[src/rtl/mem_arbiter.sv]
// Two-port arbiter sharing one single-port memory between instruction fetch and load/store.
// Optional build macro: MEM_ARB_FIXED_PRIO_EN (load/store always wins ties; default is round-robin).
module mem_arbiter #(
  parameter int unsigned DATA_WIDTH = 32,
  parameter int unsigned ADDR_WIDTH = 64
) (
  input  logic                  clk,
  input  logic                  arstn,

  input  logic                  i_instr_req,
  input  logic [ADDR_WIDTH-1:0] i_instr_addr,
  output logic                  o_instr_gnt,
  output logic                  o_instr_done,
  output logic [DATA_WIDTH-1:0] o_instr_data,

  input  logic                  i_data_req,
  input  logic                  i_data_we,
  input  logic [ADDR_WIDTH-1:0] i_data_addr,
  input  logic [DATA_WIDTH-1:0] i_data_wdata,
  output logic                  o_data_gnt,
  output logic                  o_data_done,
  output logic [DATA_WIDTH-1:0] o_data_rdata,

  output logic                  o_mem_write_en,
  output logic [ADDR_WIDTH-1:0] o_mem_addr,
  output logic [DATA_WIDTH-1:0] o_mem_write_data,
  input  logic [DATA_WIDTH-1:0] i_mem_read_data
);

  typedef enum logic [0:0] {StIdle, StAccess} state_e;

  localparam logic PortInstr = 1'b0;
  localparam logic PortData  = 1'b1;

  state_e                state_q, state_d;
  logic [ADDR_WIDTH-1:0] addr_q;
  logic [DATA_WIDTH-1:0] wdata_q;
  logic                  we_q;
  // Port id of the latched access; doubles as the round-robin last_owner flag since both
  // update to the granted port at every transfer edge.
  logic                  owner_q;

  logic instr_win;
  logic data_win;
  logic transfer;

  always_comb begin
    instr_win = 1'b0;
    data_win  = 1'b0;
    if (i_instr_req && i_data_req) begin
`ifdef MEM_ARB_FIXED_PRIO_EN
      data_win = 1'b1;
`else
      if (owner_q == PortInstr) begin
        data_win = 1'b1;
      end else begin
        instr_win = 1'b1;
      end
`endif
    end else if (i_data_req) begin
      data_win = 1'b1;
    end else if (i_instr_req) begin
      instr_win = 1'b1;
    end
  end

  assign transfer = instr_win | data_win;

  always_ff @(posedge clk or negedge arstn) begin
    if (!arstn) begin
      state_q <= StIdle;
      addr_q  <= '0;
      wdata_q <= '0;
      we_q    <= 1'b0;
      owner_q <= PortInstr;
    end else begin
      state_q <= state_d;
      if (transfer) begin
        addr_q  <= data_win ? i_data_addr : i_instr_addr;
        wdata_q <= data_win ? i_data_wdata : wdata_q;
        we_q    <= data_win & i_data_we;
        owner_q <= data_win ? PortData : PortInstr;
      end
    end
  end

  always_comb begin
    state_d          = StIdle;
    o_instr_gnt      = 1'b0;
    o_data_gnt       = 1'b0;
    o_instr_done     = 1'b0;
    o_data_done      = 1'b0;
    o_instr_data     = '0;
    o_data_rdata     = '0;
    o_mem_write_en   = 1'b0;
    o_mem_addr       = addr_q;
    o_mem_write_data = wdata_q;

    // Grants are combinational, so reset must suppress them directly.
    o_instr_gnt = arstn & instr_win;
    o_data_gnt  = arstn & data_win;

    if (transfer) begin
      state_d = StAccess;
    end

    unique case (state_q)
      StIdle: begin
      end
      StAccess: begin
        o_mem_write_en = we_q;
        if (owner_q == PortData) begin
          o_data_done  = 1'b1;
          o_data_rdata = i_mem_read_data;
        end else begin
          o_instr_done = 1'b1;
          o_instr_data = i_mem_read_data;
        end
      end
      default: begin
      end
    endcase
  end

endmodule

[config.mk]
export PLATFORM = sky130hd
export DESIGN_NAME = mem_arbiter
export DESIGN_NICKNAME = d
export VERILOG_FILES = /design/src/rtl/mem_arbiter.sv
export SDC_FILE = /design/constraint.sdc
export NUM_CORES = 1
export LEC_CHECK = 0
export ABC_AREA = 1
export CAP_MARGIN = 30
export CORE_AREA = 2 2 141 143
export DETAILED_ROUTE_END_ITERATION = 10
export DIE_AREA = 0 0 143 145
export PLACE_DENSITY = 0.66
export SETUP_SLACK_MARGIN = 0.3
export SLEW_MARGIN = 20
export SYNTH_ARGS = -nofsm -noshare
export SYNTH_HDL_FRONTEND = slang
export SYNTH_SLANG_ARGS = --single-unit
[constraint.sdc]
create_clock -name clk -period 1.3 [get_ports clk]
set_input_delay 0.195 -clock clk [delete_from_list [all_inputs] [get_ports clk]]
set_output_delay 0.195 -clock clk [all_outputs]
set_load 0.005 [all_outputs]
## Yosys cells after proc, flatten, opt, wreduce, memory -nomap -nowiden

Cells that the tools add are included.

- Bits of input ports: 197
- Register bits: 99
- Word-level logic and storage cells: 28

- Multiplexer cells: 17
- Bitwise operators: 4
- Reduce and logical (&&, ||, !) cells: 2

Operator list:

| operator | count |
|---|---|
| two-way mux 32 bit | 4 |
| two-way mux 64 bit | 1 |
| two-way mux 1 bit | 12 |
| bitwise AND 1 bit | 3 |
| AND reduction 2 bit | 1 |
| logical AND 1 bit | 1 |
| OR 1 bit | 1 |

## Longest topological paths before layout

- Depth after elaboration: 5
- Depth in mapped cells: 8

## Least setup slack after synthesis

Ideal clock, no wire load.

- Path kind: register to output
- Start point: reg owner_q
- End point: out o_instr_gnt
- Cell stages (with the launch flop): 7
- Setup slack: 0.084 ns
- Path buffers: 2
- Arrival time: 1.021 ns
- Cell sequence: dfrtp_1 > inv_1 > nand2_1 > nand2_2 > buf_2 > buf_6 > nor2_1

- Word-level cells in the longest chain between the ends: 3

RTL lines:

| what | RTL line | text |
|---|---|---|
| start: declaration | 41 | `logic owner_q;` |
| start signal: assignment | 75 | `owner_q <= PortInstr;` |
| start signal: assignment | 82 | `owner_q <= data_win ? PortData : PortInstr;` |
| two-way mux 1 bit | 54 | `if (owner_q == PortInstr) begin` |
| two-way mux 1 bit | 50 | `if (i_instr_req && i_data_req) begin` |
| bitwise AND 1 bit | 100 | `o_instr_gnt = arstn & instr_win;` |
| end: declaration | 12 | `output logic o_instr_gnt,` |

Every way passes these cells.

## Worst setup path after layout

- Start point: reg state_q
- End point: out o_data_rdata[22]

- Word-level cells in the longest chain between the ends: 1

RTL lines:

| what | RTL line | text |
|---|---|---|
| start: declaration | 35 | `state_e state_q, state_d;` |
| start signal: assignment | 71 | `state_q <= StIdle;` |
| start signal: assignment | 77 | `state_q <= state_d;` |
| two-way mux 32 bit | 107 | `unique case (state_q)` |
| end: declaration | 22 | `output logic [DATA_WIDTH-1:0] o_data_rdata,` |

Every way passes these cells.

==> key figures <==
Outcome
  • Outcome: finished with violations
  • Failing checks: negative setup slack

Timing
  • Fmax: 603 MHz
  • Final setup fails: 167
  • Slew @ Worst Pin: 0.642 ns
  • RSZ-0062 raised after global routing: yes
  • Final Cycle Share: 1.28
  • Slew HR: 0.572
  • Final Skew: 0.0115 ns
  • Max Slew Vio Count: 0
  • Final Hold Viols: 0
  • Fin crit period: 1.66 ns
  • Final WS setup: -0.358 ns
  • Hold slack: 0.304 ns

Synth
  • Syn Area/Cell: 6.96 µm²
  • Syn nets: 973
  • Syn Std Cell Area: 5400 µm²
  • Flops & latches, synth: 99
  • Ranking of synthesized cells by area: dfrtp_1 46%, nand2_1 27%, nand3_1 6.0%
  • Share of the synthesized area in the top cell type: 0.459
  • Yosys Warn Count: 0
  • Sequential cell area fraction in the yosys report: 0.459
  • Cell taking the most area after synthesis: dfrtp_1
  • Cells after Synth: 776
  • Yosys cell types: 14

Floorplan
  • Boundary pin count: 362
  • Initial core utilization: 0.281
  • Die width: 143 µm
  • Core area: 19,200 µm²
  • Rows: 51
  • Die Y: 145 µm
  • Full die area: 20,700 µm²

Clocking
  • Worst-Skew Late Latency: 0.36 ns
  • H-tree depth: 3
  • Total CTS buffers: 9
  • Max Root-Sink Buffers: 2
  • Clock sinks: 99
  • Clk root buf: clkbuf_16
  • TritonCTS clock tree: built
  • CTS clk-pin slew, worst paths: 0.07 ns

Setup path
  • Worst path most repeated cell: buf_6
  • Crit start category: register
  • Worst reg-to-reg path cell count: 11
  • Buffers and inverters on the worst path: 4
  • CP top delay family: buffers and inverters
  • Crit. End Element: output port
  • Arrival @ worst endpoint: 1.46 ns
  • Critical-path maximum fanout: 5
  • CP cell instances: buf_6 > nand2_8 > buf_16 > buf_6 > nor2_1 > buf_2
  • Worst path depth: 6
  • Slowest CP cell: dfrtp_2
  • CP required: 1.11 ns
  • Crit path kind: register to output port
  • Worst path max stage delay: 0.40 ns

Cells and area
  • Nets: 1,505
  • Area of the multi-input gates: 3490 µm²
  • Layout cells sized above 1: 0.485
  • Register Area: 2480 µm²
  • Synth-to-Final Area Change: 132%
  • Fillers: 1,628
  • Final cell count without fillers: 1,579

Global route
  • Number of global-route vias before repair: 6,482
  • Overflow after GRT: 0
  • Initial antenna violation count: 2
  • First-pass GRT wire length: 35.0 mm
  • Pin count of the biggest net entering global routing: 100
  • GR Util All Layers: 0.219

Job
  • Max-cap violations: 0

Place
  • GP Congestion: 0.806
  • Placed insts: 1,386
  • PortBufs: 361
  • Place WS: -0.462 ns
  • Sum of net half-perimeters after detailed placement: 15.9 mm

Route
  • Antenna-violating nets left: 0
  • DRC violations left: 0
  • Avg WL per Cell: 17.3 µm
  • Initial DRT Pass Iterations: 4
  • Initial drt markers: 238
  • Via Count: 7,059
  • WL final: 27.4 mm
  • Post-DR vias/cell: 4.47

Pwr
  • Worst IR Drop VDD: 0.643 mV
  • PnR Total Power: 12.4 mW
  • Lkg Pwr: 6.51 nW
  • Pwr dens: 991 nW/µm²

Min path
  • Hold path cells: 3
  • Worst min-delay path category: primary input to register
[worst paths after layout]
kind / from / to / slack (ns)
hold / removal: i_data_req / owner_q / 0.30
setup reg to reg: owner_q / o_mem_addr[2] / -0.32
max in group asynchronous: arstn / o_mem_addr[33] / 0.41
min in group asynchronous: arstn / o_mem_addr[39] / 0.48
setup / recovery: state_q / o_data_rdata[22] / -0.36
hold reg to reg: o_mem_write_data[4] / o_mem_write_data[4] / 0.48
[logic make-up (layout without fill, tap and decap cells)]
logic type	count (synthesis)	in the layout	share of synthesized area
buffers and inverters	119	655	0.112
flip-flops	99	99	0.459
other	0	2	0
AO/OA/AOI/OAI	1	1	0.00139
AND/OR/NAND/NOR	557	557	0.428
[registers in the layout, indices dropped and copies added (netlist names)]
| register | count |
|---|---|
| o_mem_write_data | 32 |
| state_q | 1 |
| we_q | 1 |
| owner_q | 1 |
| o_mem_addr | 64 |
[stage by stage]
stage	setup TNS, ns	util	area [µm²]
after global routing	-53.29	0.652	12500
final	-43.24	0.652	12500
after floorplan	0	-	5910
after detailed placement	-25.63	0.512	9830
after CTS	-35.91	0.538	10300
after global placement	-24.06	0.512	9830
[synth_stat cells (all sizes together)]
master  number
buf         32
clkbuf      19
dfrtp       99
inv         68
nand2      392
nand3       65
nand3b      34
nor2        66
o21a         1
[placed cells by master (no fill, tap or decap), drive strengths merged]
cell type	n
buf	346
nand2	392
clkbuf	38
o21a	1
clkinv	3
inv	73
nand3b	34
clkdlybuf4s50	193
bufinv	1
nand3	65
dfrtp	99
diode	2
dlygate4sd3	1
nor2	66
[layout make-up]
class / instances / area share
antenna: 2 / 0.000400
timing repair buffer: 568 / 0.445
inverter: 68 / 0.0227
tap: 265 / 0.0265
timing repair inverter: 4 / 0.00430
clock buffer: 10 / 0.0191
multi-input combinational: 558 / 0.279
sequential: 99 / 0.198
clock inverter: 5 / 0.00490
[repair_timing]
| item | in CTS | in global routing |
|---|---|---|
| endpoints found under the hold margin | 99 | 0 |
| gates resized for setup | 718 | 256 |
| setup buffers | 73 | 58 |
| pin swaps | 7 | 81 |
| endpoints found under the setup margin | 264 | 363 |
| cloned | 8 | 36 |
| hold buffers | 1 | 0 |
[per-layer routing]
layer	GRT usage	up-vias	part of all wire
li1	-	3410	-
met1	0.227	3327	0.36
met2	0.407	262	0.54
met3	0.0426	60	0.061
met4	0.119	0	0.044
met5	0	-	0
[report_power, final]
| group | switching [mW] | internal (mW) | leakage (nW) | total [mW] |
|---|---|---|---|---|
| Combinational | 2.50 | 3.27 | 5.19 | 5.77 |
| Sequential | 0.268 | 3.55 | 1.17 | 3.82 |
| Clock | 1.26 | 1.55 | 0.149 | 2.81 |
[tightest hold or removal path, stage by stage]
cell,delay (ns)
buf_2,0.17
buf_4,0.13
o21a_1,0.11
No activity file was read; power rests on OpenSTA's default activity.
==> edit: new RTL, same settings <==
Make the reset (`arstn`) synchronous in one clocked block.
--- a/src/rtl/mem_arbiter.sv
+++ b/src/rtl/mem_arbiter.sv
@@ -67,5 +67,5 @@
   assign transfer = instr_win | data_win;
 
-  always_ff @(posedge clk or negedge arstn) begin
+  always_ff @(posedge clk) begin
     if (!arstn) begin
       state_q <= StIdle;
Behaviour: differs if arstn is asserted again (counterexample within 4 cycles, from zero or initial values and one cycle with arstn low); with arstn held inactive, the same outputs for 4 cycles.
==> edit against the unedited design <==
Sequential cell count unchanged; utilization fell by 9.4 points; critical path depth is 6 higher; the flow still finishes with violations (setup timing); highest routed layer unchanged; hold slack got worse by 12 ps; wire length down 19%; worst setup slack better by 110 ps; final area fell by 14%; die area did not move; non-clock buffer count shrank 102; synthesized area decreased by 12%; largest cell class unchanged; total power shrank 23%; combinational power decreased by 45%; clock power hardly changed.
==> edit: results (changes against the unedited design) <==
post-DP HPWL=14600 microns (-8.4%); failing checks=setup timing; measured slew at the worst slew-check pin=670 ps (+27.7 ps); Mapped Cells=786 (+1.3%); Area contributors post-synth=dfxtp_1 41%, nand2_1 27%, nor2_1 10%, inv_1 6.2%, nand3_1 4.4%; top_reg_cell synth=dfxtp_1; final setup vio count=167 (unchanged); gr usage total=0.200 (-0.0189); via count=6323 (-10%); fin cells=1488 (-5.8%); area occupied by multi-input gates=2880 sq um (-18%); met3 wire len=1820 microns (+9.1%); Fin Hold WS=292 ps (-12.0 ps); layout cells sized above 1=0.433 (-0.0514); # nets final=1415 (-6.0%); Peak VDD IR=0.583 mV (-9.4%); Inserted Diodes=0 (-2); met1 GRT Util=0.220 (-0.00709); Seq. cell area=2120 sq um (-14%); routability congestion estimate=0.791 (-1.9%); routed wl met2=11300 microns (-23%); status=finished, violations left; initial antenna violation count=0 (-2); ClkCell Share=0.0286 (+0.00463); PnR worst setup slack=-247 ps (+111 ps); Synth Net Count=983 (+1.0%); Pleak=5.67 nW (-13%); CP max stage cell=dfxtp_4
edit: cell types whose count changed after synthesis, sizes merged:
cell / delta
a21oi: +3
buf: -5
dfrtp: -99
dfxtp: +99
inv: +12
nand2: -40
nand3: -23
nand3b: -34
nor2: +64
o21a: -1
o21ai: +34
edit: timing repair:
item	4_1_cts	5_1_grt
pin swaps	6	24
cloned	15	1
resized for setup	885	218
setup endpoints to repair	263	257
endpoints found under the hold margin	0	0
buffers inserted	25	37
edit: stage by stage:
step,total power (W),area (sq um)
after floorplan,0.00434,4830
after global placement,0.00592,8810
after detailed placement,0.00594,8810
after CTS,0.00914,9660
after global routing,0.0100,10700
final,0.00954,10700
edit: cell families after synthesis:
logic type	share of synthesized area
AND/OR/NAND/NOR	0.429
buffers and inverters	0.115
AO/OA/AOI/OAI	0.0411
flip-flops	0.415
edit: final timing paths:
kind	to	cells past startpoint
worst max-delay path	o_mem_addr[23]	12
worst min-delay path	we_q	5
worst max register to register	o_mem_addr[23]	12
worst min register to register	o_mem_addr[40]	2
